### src/rtl/dsp_mac_sequencer.sv
// dsp_mac_sequencer
// Streams signed 18x18 operand pairs into one DSP48A1 slice set up as a
// multiply-accumulator and returns one 48-bit dot product per vector.
// The slice has A1REG=B1REG=OPMODEREG=PREG=1, so P reflects a presented beat
// LAT cycles later.
//
// Ports
//   CLK, RST                  clock, asynchronous active-high reset
//   s_valid/s_ready           operand stream handshake
//   s_a, s_b                  signed operands
//   s_last                    marks the final pair of a vector
//   m_valid/m_ready           result handshake
//   m_result, m_count         accumulated sum, number of beats in the vector
//   m_trunc                   vector was closed at MAX_LEN without s_last
//   dsp_A, dsp_B, dsp_OPMODE  slice operand and opcode inputs
//   dsp_RST                   slice synchronous resets
//   dsp_P                     slice accumulator output
module dsp_mac_sequencer #(
    parameter int LAT     = 2,
    parameter int MAX_LEN = 4096,
    parameter int CNT_W   = 13
) (
    input  logic             CLK,
    input  logic             RST,
    input  logic             s_valid,
    output logic             s_ready,
    input  logic [17:0]      s_a,
    input  logic [17:0]      s_b,
    input  logic             s_last,
    output logic             m_valid,
    input  logic             m_ready,
    output logic [47:0]      m_result,
    output logic [CNT_W-1:0] m_count,
    output logic             m_trunc,
    output logic [17:0]      dsp_A,
    output logic [17:0]      dsp_B,
    output logic [7:0]       dsp_OPMODE,
    output logic             dsp_RST,
    input  logic [47:0]      dsp_P
);

    localparam int FW = $clog2(LAT + 2);

    typedef enum logic [2:0] {FLUSH, IDLE, ACCUM, DRAIN, HOLD} state_t;

    typedef struct packed {
        logic [47:0]      result;
        logic [CNT_W-1:0] count;
        logic             trunc;
    } res_t;

    state_t           state, state_nxt;
    res_t             res_q;
    logic [CNT_W-1:0] cnt, cnt_inc;
    logic [FW-1:0]    flush_cnt;
    logic             trunc_q;
    logic             accept, at_max, close_vec;
    // vld_pipe[0] marks the closing beat; vld_pipe[LAT] is the cycle in which
    // P holds the complete sum for that vector.
    logic [LAT:0]     vld_pipe;
    logic [LAT:1]     vld_q;

    assign accept    = s_valid & s_ready;
    assign cnt_inc   = cnt + CNT_W'(1);
    assign at_max    = (cnt_inc == CNT_W'(MAX_LEN));
    assign close_vec = accept & (s_last | at_max);
    assign vld_pipe  = {vld_q, close_vec};

    // state register
    always_ff @(posedge CLK or posedge RST) begin
        if (RST) state <= FLUSH;
        else     state <= state_nxt;
    end

    // next-state logic
    always_comb begin
        state_nxt = state;
        case (state)
            FLUSH: if (flush_cnt == FW'(LAT)) state_nxt = IDLE;
            IDLE:  if (accept) state_nxt = close_vec ? DRAIN : ACCUM;
            ACCUM: if (close_vec) state_nxt = DRAIN;
            DRAIN: if (vld_pipe[LAT]) state_nxt = HOLD;
            HOLD:  if (m_ready) state_nxt = IDLE;
            default: state_nxt = FLUSH;
        endcase
    end

    // outputs
    always_comb begin
        s_ready    = 1'b0;
        m_valid    = 1'b0;
        dsp_RST    = 1'b0;
        dsp_OPMODE = 8'h00;
        dsp_A      = accept ? s_a : 18'd0;
        dsp_B      = accept ? s_b : 18'd0;
        case (state)
            FLUSH: dsp_RST = 1'b1;
            IDLE: begin
                s_ready    = 1'b1;
                dsp_OPMODE = accept ? 8'h01 : 8'h00;
            end
            ACCUM: begin
                s_ready    = 1'b1;
                dsp_OPMODE = accept ? 8'h09 : 8'h08;
            end
            DRAIN: dsp_OPMODE = 8'h08;
            HOLD: begin
                m_valid    = 1'b1;
                dsp_OPMODE = 8'h08;
            end
            default: ;
        endcase
    end

    // beat counter, flush timer, latency pipe and result register
    always_ff @(posedge CLK or posedge RST) begin
        if (RST) begin
            cnt       <= '0;
            trunc_q   <= 1'b0;
            flush_cnt <= '0;
            vld_q     <= '0;
            res_q     <= '0;
        end else begin
            flush_cnt <= (state == FLUSH) ? flush_cnt + FW'(1) : '0;
            vld_q     <= vld_pipe[LAT-1:0];
            if (accept) begin
                cnt <= cnt_inc;
                // s_last on the MAX_LEN-th beat is a normal close
                if (close_vec) trunc_q <= at_max & ~s_last;
            end
            if (state == HOLD && m_ready) cnt <= '0;
            if (vld_pipe[LAT])
                res_q <= '{result: dsp_P, count: cnt, trunc: trunc_q};
        end
    end

    assign m_result = res_q.result;
    assign m_count  = res_q.count;
    assign m_trunc  = res_q.trunc;

endmodule

### config.mk
export PLATFORM = sky130hd
export DESIGN_NAME = dsp_mac_sequencer
export DESIGN_NICKNAME = d
export VERILOG_FILES = /design/src/rtl/dsp_mac_sequencer.sv
export SDC_FILE = /design/constraint.sdc
export NUM_CORES = 1
export LEC_CHECK = 0
export CAP_MARGIN = 10
export CORE_MARGIN = 2
export CORE_UTILIZATION = 30
export CTS_BUF_LIST = sky130_fd_sc_hd__clkbuf_4
export CTS_CLUSTER_DIAMETER = 100
export DETAILED_ROUTE_END_ITERATION = 8
export DONT_BUFFER_PORTS = 1
export RECOVER_POWER = 25
export SKIP_CTS_REPAIR_TIMING = 1
export SLEW_MARGIN = 5
export SYNTH_ARGS = -nofsm -noshare
export SYNTH_HDL_FRONTEND = slang
export SYNTH_SLANG_ARGS = --single-unit
export TNS_END_PERCENT = 100
### constraint.sdc
create_clock -name CLK -period 2.6 [get_ports CLK]
set_clock_uncertainty 0.05 [all_clocks]
set_input_delay 0.39 -clock CLK [delete_from_list [all_inputs] [get_ports CLK]]
set_output_delay 0.39 -clock CLK [all_outputs]
set_load 0.03 [all_outputs]
==> out/summary.md, run 1 <==
## Clock tree
* 3 — H-tree depth
* 2 — largest buffer count on any clock path
* 0.42 ns — Worst-Skew Late Latency
* 83 — sinks on the clock net
* done — clock tree from TritonCTS
* clkbuf_4 — clock root cell
* 9 — Inserted Clock Buffers
* 0.13 ns — clock input transition at the sequential cells of the worst setup and hold paths

## Job
* 1 — maximum capacitance violations

## Cells and area
* 13.5% — area growth from synthesis to final layout
* 0.00208 mm² — sequential cell area in the final layout
* 0.00448 mm² — fin area
* 438 — total number of nets in the final design
* dfrtp_1 (83), mux2_2 (62), and2_1 (37) — highest-count cells in the layout ignoring fill and taps
* dfrtp_1 — commonest non-fill, non-tap cell in the layout
* 1273 — Filler Cell Count
* 0.00166 mm² — multi-input gate area in the final layout
* 0.288 — layout cells sized above 1

## Placed design
* 0.921 — Final GP Congestion
* 6390 µm — HPWL after detailed placement
* 0.00405 mm² — Post-DP Area
* 0 — count of buffers from port buffering

## Worst setup path
* cnt[7] — worst reg2reg path endpoint
* 1.97 ns — critical path data arrival time
* reg2out — WS Path Type
* 2.16 ns — data required time of the worst path
* 0.36 ns — slack of the worst reg-to-reg path
* 7 — number of cells on the worst reg-to-reg path
* 1 — buffering stage count on the worst path with inverters included
* state[0] — reg-to-reg startpoint
* dfrtp_1 — Crit-path slowest cell
* flip-flop — Critical Path Start Type
* xor2_2, nand3_2, clkinv_2, and2_1 — cells along the critical path
* flip-flops — dominant delay contributor by cell family on the critical path
* 0.58 ns — slowest stage delay, CP
* primary output — Worst setup EP type
* 38 — critical-path maximum fanout

## Logic synthesis
* 83 — register bit count reported by yosys
* 0.00394 mm² — combined area of all synthesized cells
* 0 — EDFF count, synth
* dfrtp_1 (53%), mux2_2 (18%), and2_1 (6.0%) — top post-synthesis cells by area
* 0.527 — area share of the largest cell type after synthesis
* 0 — yosys warns
* 48 — Yosys cell types
* 12.0 µm² — mean area per synthesized cell
* 0.527 — proportion of synthesized chip area in sequential cells
* dfrtp_1 — predominant post-synthesis flop cell
* 1.00 — async set or reset register ratio after synthesis
* 330 — Synth Instances
* dfrtp_1 — cell taking the most area after synthesis

## Status
* complete, but fails checks — result of the run
* capacitance limit, slew limit — failing checks

## Die
* 198 — count of pins on the block boundary
* 119 µm — floorplan die width
* 41 — standard-cell row count
* 0.310 — starting density of the core
* 119 µm — y dimension of the die
* 0.0141 mm² — Die Area
* 0.0127 mm² — total core area

## Global routing
* 1 — antenna violations before repair
* 0 — remaining global-route overflow
* 2516 — number of global-route vias before repair
* 0.122 — GR Util All Layers
* 13200 µm — first-pass GRT wire length
* 51 — largest net degree at the start of global routing

## Detailed routing
* 4.98 — Vias/cell
* 16.9 µm — wire per inst
* 2608 — vias after detailed routing
* 0 — antenna-violating nets left
* 140 — drt first-iter violations
* 8860 µm — total routed wirelength
* 0 — post-route DRC violation count
* 4 — Detailed Routing Iterations Pass 1

## STA
* 0.927 — ratio of final minimum period to clock period
* 0.0470 ns — hold slack
* 1.84 ns — Least-Margin Pin Slew
* 0 ns — total negative slack for setup checks
* 415 MHz — achievable frequency
* false — setup repair after global routing missed its margin
* 2.41 ns — minimum clock period after layout
* 0 — final hold vios
* 50 — pins over their slew limit
* 0 — final-report setup violation count
* -0.228 — relative max-transition margin

## Worst hold path
* in2reg — type of the most critical hold path
* 2 — Hold Path Cell Cnt
* vld_q[1] — endpoint with the worst hold slack
* s_last — startpoint of the tightest hold check path

## Pwr
* 0.00192 µW — Static Leak
* 1260 mW/mm² — Power Dens Cells
* 346 µV — Peak supply drop

[cell families after synthesis]
kind of cell | count (synthesis) | synth area share
simple gates | 100 | 0.148
flops | 83 | 0.527
mux | 64 | 0.182
compound gates | 41 | 0.0704
buf+inv | 36 | 0.0565
fa+ha+maj | 3 | 0.00952
xor+xnor | 2 | 0.00635
other cells | 1 | 0.000951
[cells in the mapped netlist, types with 3 or more instances]
cell type	instances
dfrtp_1	83
mux2_2	62
and2_1	38
nand2_1	20
o21ai_1	16
buf_4	12
buf_2	10
nor2_1	10
nand3_1	7
buf_6	4
clkbuf_1	4
nand4_1	4
nor3_1	4
o21ai_0	4
a21oi_2	3
ha_1	3
inv_1	3
inv_2	3
nor4_1	3
o31ai_1	3
[flip-flops by register name (all words and copies together), names as in the netlist]
signal,count
vld_q,2
trunc_q,1
flush_cnt,2
cnt,13
m_trunc,1
m_result,48
state,3
m_count,13
[final cells by class]
type | instances | share of cell area
Sequential cell | 83 | 0.464
Multi-Input combinational cell | 216 | 0.372
Timing Repair Buffer | 30 | 0.0693
Tap cell | 172 | 0.0481
Clock inverter | 7 | 0.0260
Clock buffer | 9 | 0.0151
Inverter | 6 | 0.00531
Antenna cell | 1 | 0.000559
[per-layer routing]
metal	global-route usage	part of all wire	routed length, µm
met2	0.210	0.50	4470
met4	0.0685	0.035	312
met1	0.126	0.36	3190
met5	0	0	0
met3	0.0487	0.099	880
[metrics by stage]
| step | power, µW | cells | worst slack [ns] | util |
|---|---|---|---|---|
| 6_report | 5660 | 524 | 0.190 | 0.352 |
| 5_1_grt | 6000 | 524 | 0.0213 | 0.352 |
| 4_1_cts | 5710 | 499 | 0.0441 | 0.333 |
| 3_5_place_dp | 4770 | 483 | 0.534 | 0.318 |
| 3_3_place_gp | 4710 | 483 | 0.588 | 0.318 |
| 2_1_floorplan | 4480 | 335 | 0.0232 | - |
[how the worst max path moves through the flow]
| stage | cells past startpoint | startpoint | endpoint |
|---|---|---|---|
| 6_report | 4 | state[0] | dsp_A[15] |
| 2_1_floorplan | 1 | RST | cnt[0] |
| 4_1_cts | 4 | state[1] | dsp_A[15] |
| 5_1_grt | 4 | state[1] | dsp_A[9] |
| 3_3_place_gp | 7 | state[0] | cnt[3] |
| 3_5_place_dp | 7 | state[0] | cnt[7] |
[worst reg2reg max path: stages (launching register included)]
cell and delay, ns:
dfrtp_1 0.53, xor2_2 0.24, nand3_2 0.11, clkinv_2 0.25, buf_4 0.30, a21oi_2 0.43
o21ai_1 0.15, o31ai_1 0.09
[power breakdown]
part,switching (µW),internal [µW],total (µW)
clock,431,485,916
combinational,1030,711,1740
sequential,1260,1750,3010
Note: power is estimated with default switching activity, not from simulation.
==> run 2, diff against run 1 <==
--- a/config.mk
+++ b/config.mk
@@ -6,12 +6,15 @@
 export NUM_CORES = 1
 export LEC_CHECK = 0
 export CAP_MARGIN = 10
+export CELL_PAD_IN_SITES_DETAIL_PLACEMENT = 0
+export CELL_PAD_IN_SITES_GLOBAL_PLACEMENT = 1
 export CORE_MARGIN = 2
 export CORE_UTILIZATION = 30
 export CTS_BUF_LIST = sky130_fd_sc_hd__clkbuf_4
 export CTS_CLUSTER_DIAMETER = 100
 export DETAILED_ROUTE_END_ITERATION = 8
 export DONT_BUFFER_PORTS = 1
+export PLACE_DENSITY_LB_ADDON = 0.1
 export RECOVER_POWER = 25
 export SKIP_CTS_REPAIR_TIMING = 1
 export SLEW_MARGIN = 5
==> run 2 against run 1 <==
Effect of this change:
- non-clock buffer count is the same
- critical endpoint is now dsp_B[0]
- clock power shrank 8.5%
- combinational power grew 5%
- the flow now finishes without violations
- hold slack lost 0.0011 ns
- largest power group unchanged
==> out/summary.md, run 2 (synthesis gave the netlist of run 1 again) <==
## Global routing
* 0 — remaining global-route overflow, unchanged
* 0.123 — GR Util All Layers, +0.000707
* 2371 — number of global-route vias before repair, -5.8%
* 1 — antenna violations before repair, unchanged
* 13400 µm — first-pass GRT wire length, +1.6%
* 61 — largest net degree at the start of global routing, +20%

## Worst setup path
* 0.55 ns — slowest stage delay, CP, -0.03 ns
* xor2_2, nand3_2, inv_4, and2_1 — cells along the critical path
* 45 — critical-path maximum fanout, +18%
* primary output — Worst setup EP type
* state[0] — CP startpoint
* 2.16 ns — data required time of the worst path, about the same
* cnt[1] — reg-to-reg startpoint
* flip-flop — Critical Path Start Type
* reg2out — WS Path Type
* dfrtp_1 — Crit-path slowest cell
* 1.96 ns — critical path data arrival time, about the same

## Pwr
* 403 µV — Peak supply drop, +17%
* 1260 mW/mm² — Power Dens Cells, -0.20%
* 0.00189 µW — Static Leak, -1.2%

## Clock tree
* 9 — Inserted Clock Buffers, unchanged
* 0.13 ns — clock input transition at the sequential cells of the worst setup and hold paths, about the same
* 0.42 ns — Worst-Skew Late Latency, about the same
* 3 — H-tree depth, unchanged
* done — clock tree from TritonCTS
* 2 — largest buffer count on any clock path, unchanged
* 83 — sinks on the clock net, unchanged
* clkbuf_4 — clock root cell

## Status
* completed — result of the run

## STA
* 0.0459 ns — hold slack, -0.00106 ns
* 416 MHz — achievable frequency, +0.34%
* false — setup repair after global routing missed its margin
* 2.40 ns — minimum clock period after layout, -0.00828 ns
* 0 — final hold vios, unchanged
* 0 — final-report setup violation count, unchanged
* 1.13 ns — Least-Margin Pin Slew, -0.707 ns
* 0.924 — ratio of final minimum period to clock period, -0.00319
* 0.198 ns — post-route setup slack, +0.00828 ns
* 0.241 — relative max-transition margin, +0.469
* 0 — pins over their slew limit, -100%

## Detailed routing
* 4 — Detailed Routing Iterations Pass 1, unchanged
* 4.89 — Vias/cell, -1.8%
* 785 µm — DR WL met3, -11%
* 4270 µm — met2 WL post-DR, -4.5%
* 2561 — vias after detailed routing, -1.8%
* 0 — post-route DRC violation count, unchanged
* 0 — antenna-violating nets left, unchanged
* 16.9 µm — wire per inst, -0.17%
* 90 — drt first-iter violations, -36%
* met4 — top layer used by detailed routing
* 3650 µm — routed metal-1 wirelength, +14%
* 8840 µm — total routed wirelength, -0.17%

## Worst hold path
* s_last — startpoint of the tightest hold check path
* in2reg — type of the most critical hold path

## Cells and area
* 1282 — Filler Cell Count, +0.71%
* 438 — total number of nets in the final design, unchanged
* 0.339 — layout cells sized above 1, +0.0513
* dfrtp_1 (81), mux2_2 (62), and2_1 (25) — highest-count cells in the layout ignoring fill and taps
* 0.00208 mm² — sequential cell area in the final layout, +0.12%
* dfrtp_1 — commonest non-fill, non-tap cell in the layout
* 0.00168 mm² — multi-input gate area in the final layout, +0.90%
* 12.5% — area growth from synthesis to final layout
* 48 — max reg flops, unchanged

## Die
* 0.0141 mm² — Die Area, unchanged
* 119 µm — floorplan die width, unchanged
* 0.0127 mm² — total core area, unchanged
* 0.310 — starting density of the core, unchanged
* 198 — count of pins on the block boundary, unchanged
* 41 — standard-cell row count, unchanged
* 119 µm — y dimension of the die, unchanged

## Placed design
* 0.466 ns — post-place setup slack, -0.0684 ns
* 0.737 — Final GP Congestion, -20%
* 0 — count of buffers from port buffering, unchanged
* 6180 µm — HPWL after detailed placement, -3.3%

## Job
* 0 — maximum capacitance violations, -1

## run 2: path summary, 6_finish.rpt
check	cells after the start	end	slack, ns
min reg2reg	0	vld_q[2]	0.32
max	4	dsp_B[0]	0.20
min in group asynchronous	2	cnt[9]	0.58
max in group asynchronous	3	state[1]	0.45
min	2	vld_q[1]	0.05
max reg2reg	6	state[0]	0.53
## run 2: where the power goes
group	internal [µW]	total, µW	switching (µW)
logic	738	1820	1080
registers	1750	2940	1190
clock network	387	838	451
total	2880	5600	2720
## run 2: layer usage
layer,global-route usage,up-vias
li1,-,1168
met1,0.146,1248
met2,0.196,138
met3,0.0502,7
met4,0.0491,0
met5,0,-
## run 2: layout make-up
class	count	share of cell area
Sequential cell	83	0.469
Multi-Input combinational cell	216	0.378
Timing Repair Buffer	30	0.0620
Tap cell	172	0.0485
Clock inverter	7	0.0206
Clock buffer	9	0.0152
Inverter	6	0.00592
Antenna cell	1	0.000564
## run 2: worst max-delay path: cells and delay by family, from the launching register on
| family | cells | cell delay (ns) |
|---|---|---|
| xor gates and xnor gates | 1 | 0.21 |
| DFF | 1 | 0.55 |
| and+or+nand+nor | 2 | 0.50 |
| buffers and inverters | 1 | 0.27 |
## run 2: metrics by stage
step,std cells,instance area [µm²],TNS (ns),power [µW],util
floorplan,335,3960,0,4480,-
global placement,487,4070,0,4780,0.320
detailed placement,487,4070,0,4790,0.320
CTS,503,4230,-1.65,5660,0.332
global route,524,4440,0,5940,0.349
finish,524,4440,0,5600,0.349
==> run 3, diff against run 2 <==
--- a/config.mk
+++ b/config.mk
@@ -5,11 +5,11 @@
 export SDC_FILE = /design/constraint.sdc
 export NUM_CORES = 1
 export LEC_CHECK = 0
-export CAP_MARGIN = 10
+export CAP_MARGIN = 20
 export CELL_PAD_IN_SITES_DETAIL_PLACEMENT = 0
 export CELL_PAD_IN_SITES_GLOBAL_PLACEMENT = 1
 export CORE_MARGIN = 2
-export CORE_UTILIZATION = 30
+export CORE_UTILIZATION = 40
 export CTS_BUF_LIST = sky130_fd_sc_hd__clkbuf_4
 export CTS_CLUSTER_DIAMETER = 100
 export DETAILED_ROUTE_END_ITERATION = 8
==> constraint.sdc (replaced) <==
create_clock -name CLK -period 2.6 [get_ports CLK]
set_clock_uncertainty 0.05 [all_clocks]
set_input_delay 0.39 -clock CLK [delete_from_list [all_inputs] [get_ports CLK]]
set_output_delay 0.39 -clock CLK [all_outputs]
set_load 0.01 [all_outputs]
==> run 3 against run 2 <==
Effect of this change:
- sequential power fell by 19%
- critical path depth is the same
- cell count shrank 11%
- sequential share of layout area up 2.4 points
- first-iteration DRC count increased by 48%
- global-route usage up 2.3 points
==> out/summary.md, run 3 (synthesis gave the netlist of run 1 again) <==
## STA
* 411 MHz — achievable frequency, -1.3%
* 0 ns — total negative slack for setup checks, unchanged
* 2.43 ns — minimum clock period after layout, +0.0321 ns
* 0 — final-report setup violation count, unchanged
* 0.936 — ratio of final minimum period to clock period, +0.0124
* false — setup repair after global routing missed its margin
* 0 — pins over their slew limit, unchanged
* 0 — final hold vios, unchanged
* 0.0203 — relative max-transition margin, -0.221
* 1.46 ns — Least-Margin Pin Slew, +0.329 ns
* 0.166 ns — post-route setup slack, -0.0321 ns

## Clock tree
* 9 — Inserted Clock Buffers, unchanged
* 2 — largest buffer count on any clock path, unchanged
* 83 — sinks on the clock net, unchanged
* done — clock tree from TritonCTS
* 3 — H-tree depth, unchanged
* 0.13 ns — clock input transition at the sequential cells of the worst setup and hold paths, about the same
* 0.42 ns — Worst-Skew Late Latency, about the same
* clkbuf_4 — clock root cell

## Cells and area
* 6.92% — area growth from synthesis to final layout
* 0.435 — final core area utilization, +0.0867
* dfrtp_1 — commonest non-fill, non-tap cell in the layout
* 48 — max reg flops, unchanged
* 421 — total number of nets in the final design, -3.9%
* 0 — total inserted antenna cells, -1
* 0.00422 mm² — fin area, -5.0%
* 0.306 — layout cells sized above 1, -0.0327
* dfrtp_1 (82), mux2_2 (62), and2_1 (38) — highest-count cells in the layout ignoring fill and taps

## Worst hold path
* in2reg — type of the most critical hold path
* s_last — startpoint of the tightest hold check path
* vld_q[1] — endpoint with the worst hold slack
* 2 — Hold Path Cell Cnt, unchanged

## Worst setup path
* 0.57 ns — slowest stage delay, CP, +0.02 ns
* 1.99 ns — critical path data arrival time, +0.03 ns
* reg2out — WS Path Type
* xor2_2, nand3_2, inv_2, and2_1 — cells along the critical path
* state[0] — reg-to-reg startpoint
* 2.16 ns — data required time of the worst path, about the same
* cnt[11] — worst reg2reg path endpoint
* flip-flop — Critical Path Start Type
* primary output — Worst setup EP type
* dfrtp_1 — Crit-path slowest cell
* 1 — buffering stage count on the worst path with inverters included, unchanged
* flip-flops — dominant delay contributor by cell family on the critical path
* 0.65 ns — slack of the worst reg-to-reg path, +0.12 ns
* 6 — number of cells on the worst reg-to-reg path, unchanged
* 43 — critical-path maximum fanout, -4.4%

## Die
* 0.407 — starting density of the core, +0.0972
* 103 µm — y dimension of the die, -13%
* 0.00968 mm² — total core area, -24%
* 36 — standard-cell row count, -12%
* 103 µm — floorplan die width, -13%
* 198 — count of pins on the block boundary, unchanged
* 0.0107 mm² — Die Area, -24%

## Pwr
* 0.519 — portion of total power attributed to sequential cells, -0.006
* 324 µV — Peak supply drop, -20%
* 0.298 — combinational fraction of design power, -0.027
* 0.00182 µW — Static Leak, -4.0%
* 1090 mW/mm² — Power Dens Cells, -14%
* 0.183 — clock network fraction of total power, +0.033
* 1750 µW — power dissipated by switching net loads, -36%
* 4580 µW — total power, -18%
* 0.382 — switching fraction of total power, -0.104
* 2830 µW — Int Power, -1.7%

## Job
* 0 — maximum capacitance violations, unchanged

## Detailed routing
* 0 — post-route DRC violation count, unchanged
* 8150 µm — total routed wirelength, -7.8%
* 0 — antenna-violating nets left, unchanged
* 5.36 — Vias/cell, +9.7%
* 4 — Detailed Routing Iterations Pass 1, unchanged
* 2498 — vias after detailed routing, -2.5%
* 133 — drt first-iter violations, +48%
* 17.5 µm — wire per inst, +3.6%

## Global routing
* 0.146 — GR Util All Layers, +0.0231
* 0 — antenna violations before repair, -1
* 11800 µm — first-pass GRT wire length, -12%
* 2284 — number of global-route vias before repair, -3.7%
* 51 — largest net degree at the start of global routing, -16%
* 0 — remaining global-route overflow, unchanged

## Placed design
* 5830 µm — HPWL after detailed placement, -5.6%
* 0.00400 mm² — Post-DP Area, -1.6%
* 0 — count of buffers from port buffering, unchanged
* 0.610 ns — post-place setup slack, +0.144 ns
* 0.800 — Final GP Congestion, +8.5%

## Status
* completed — result of the run

-- run 3: cell types whose count changed in the layout (fill, tap and decap cells not counted), sizes merged --
cell	change
dlygate4sd3	-13
diode	-1
clkinvlp	-1
buf	-4
-- run 3: worst max path at each step --
stage	slack (ns)	end	startpoint	cells after the start
floorplan	0.02	cnt[0]	RST	1
global placement	0.61	dsp_B[14]	state[0]	4
detailed placement	0.61	dsp_B[14]	state[0]	4
CTS	0.11	dsp_B[14]	state[0]	4
global route	0.003	dsp_B[14]	state[0]	4
finish	0.17	dsp_B[14]	state[0]	4
-- run 3: metrics by stage --
stage | cells | hold WS, ns
2_1_floorplan | 335 | 0.281
5_1_grt | 466 | 0.00280
6_report | 466 | 0.0521
3_5_place_dp | 444 | 0.286
3_3_place_gp | 444 | 0.287
4_1_cts | 459 | -0.175
-- run 3: final cells by class --
cell class / count / area (µm²)
Clock inverter: 6 / 90.1
Fill cell: 894 / 5470
Inverter: 6 / 23.8
Timing Repair Buffer: 13 / 128
Tap cell: 133 / 166
Sequential cell: 83 / 2080
Clock buffer: 9 / 67.6
Multi-Input combinational cell: 216 / 1660
-- run 3: routing by layer --
metal	global-route usage	vias to the layer above	wire (µm)
met2	0.252	155	4080
li1	-	1136	-
met5	0	-	0
met3	0.0423	8	750
met1	0.174	1199	3220
met4	0.0506	0	103
-- run 3: power groups by stage --
stage          Combinational [µW]  Sequential (µW)  Clock (µW)
3_5_place_dp                 1390             2420           0
5_1_grt                      1500             2460         936
4_1_cts                      1390             2390         871
2_1_floorplan                1320             2220           0
3_3_place_gp                 1360             2410           0
6_report                     1360             2380         838
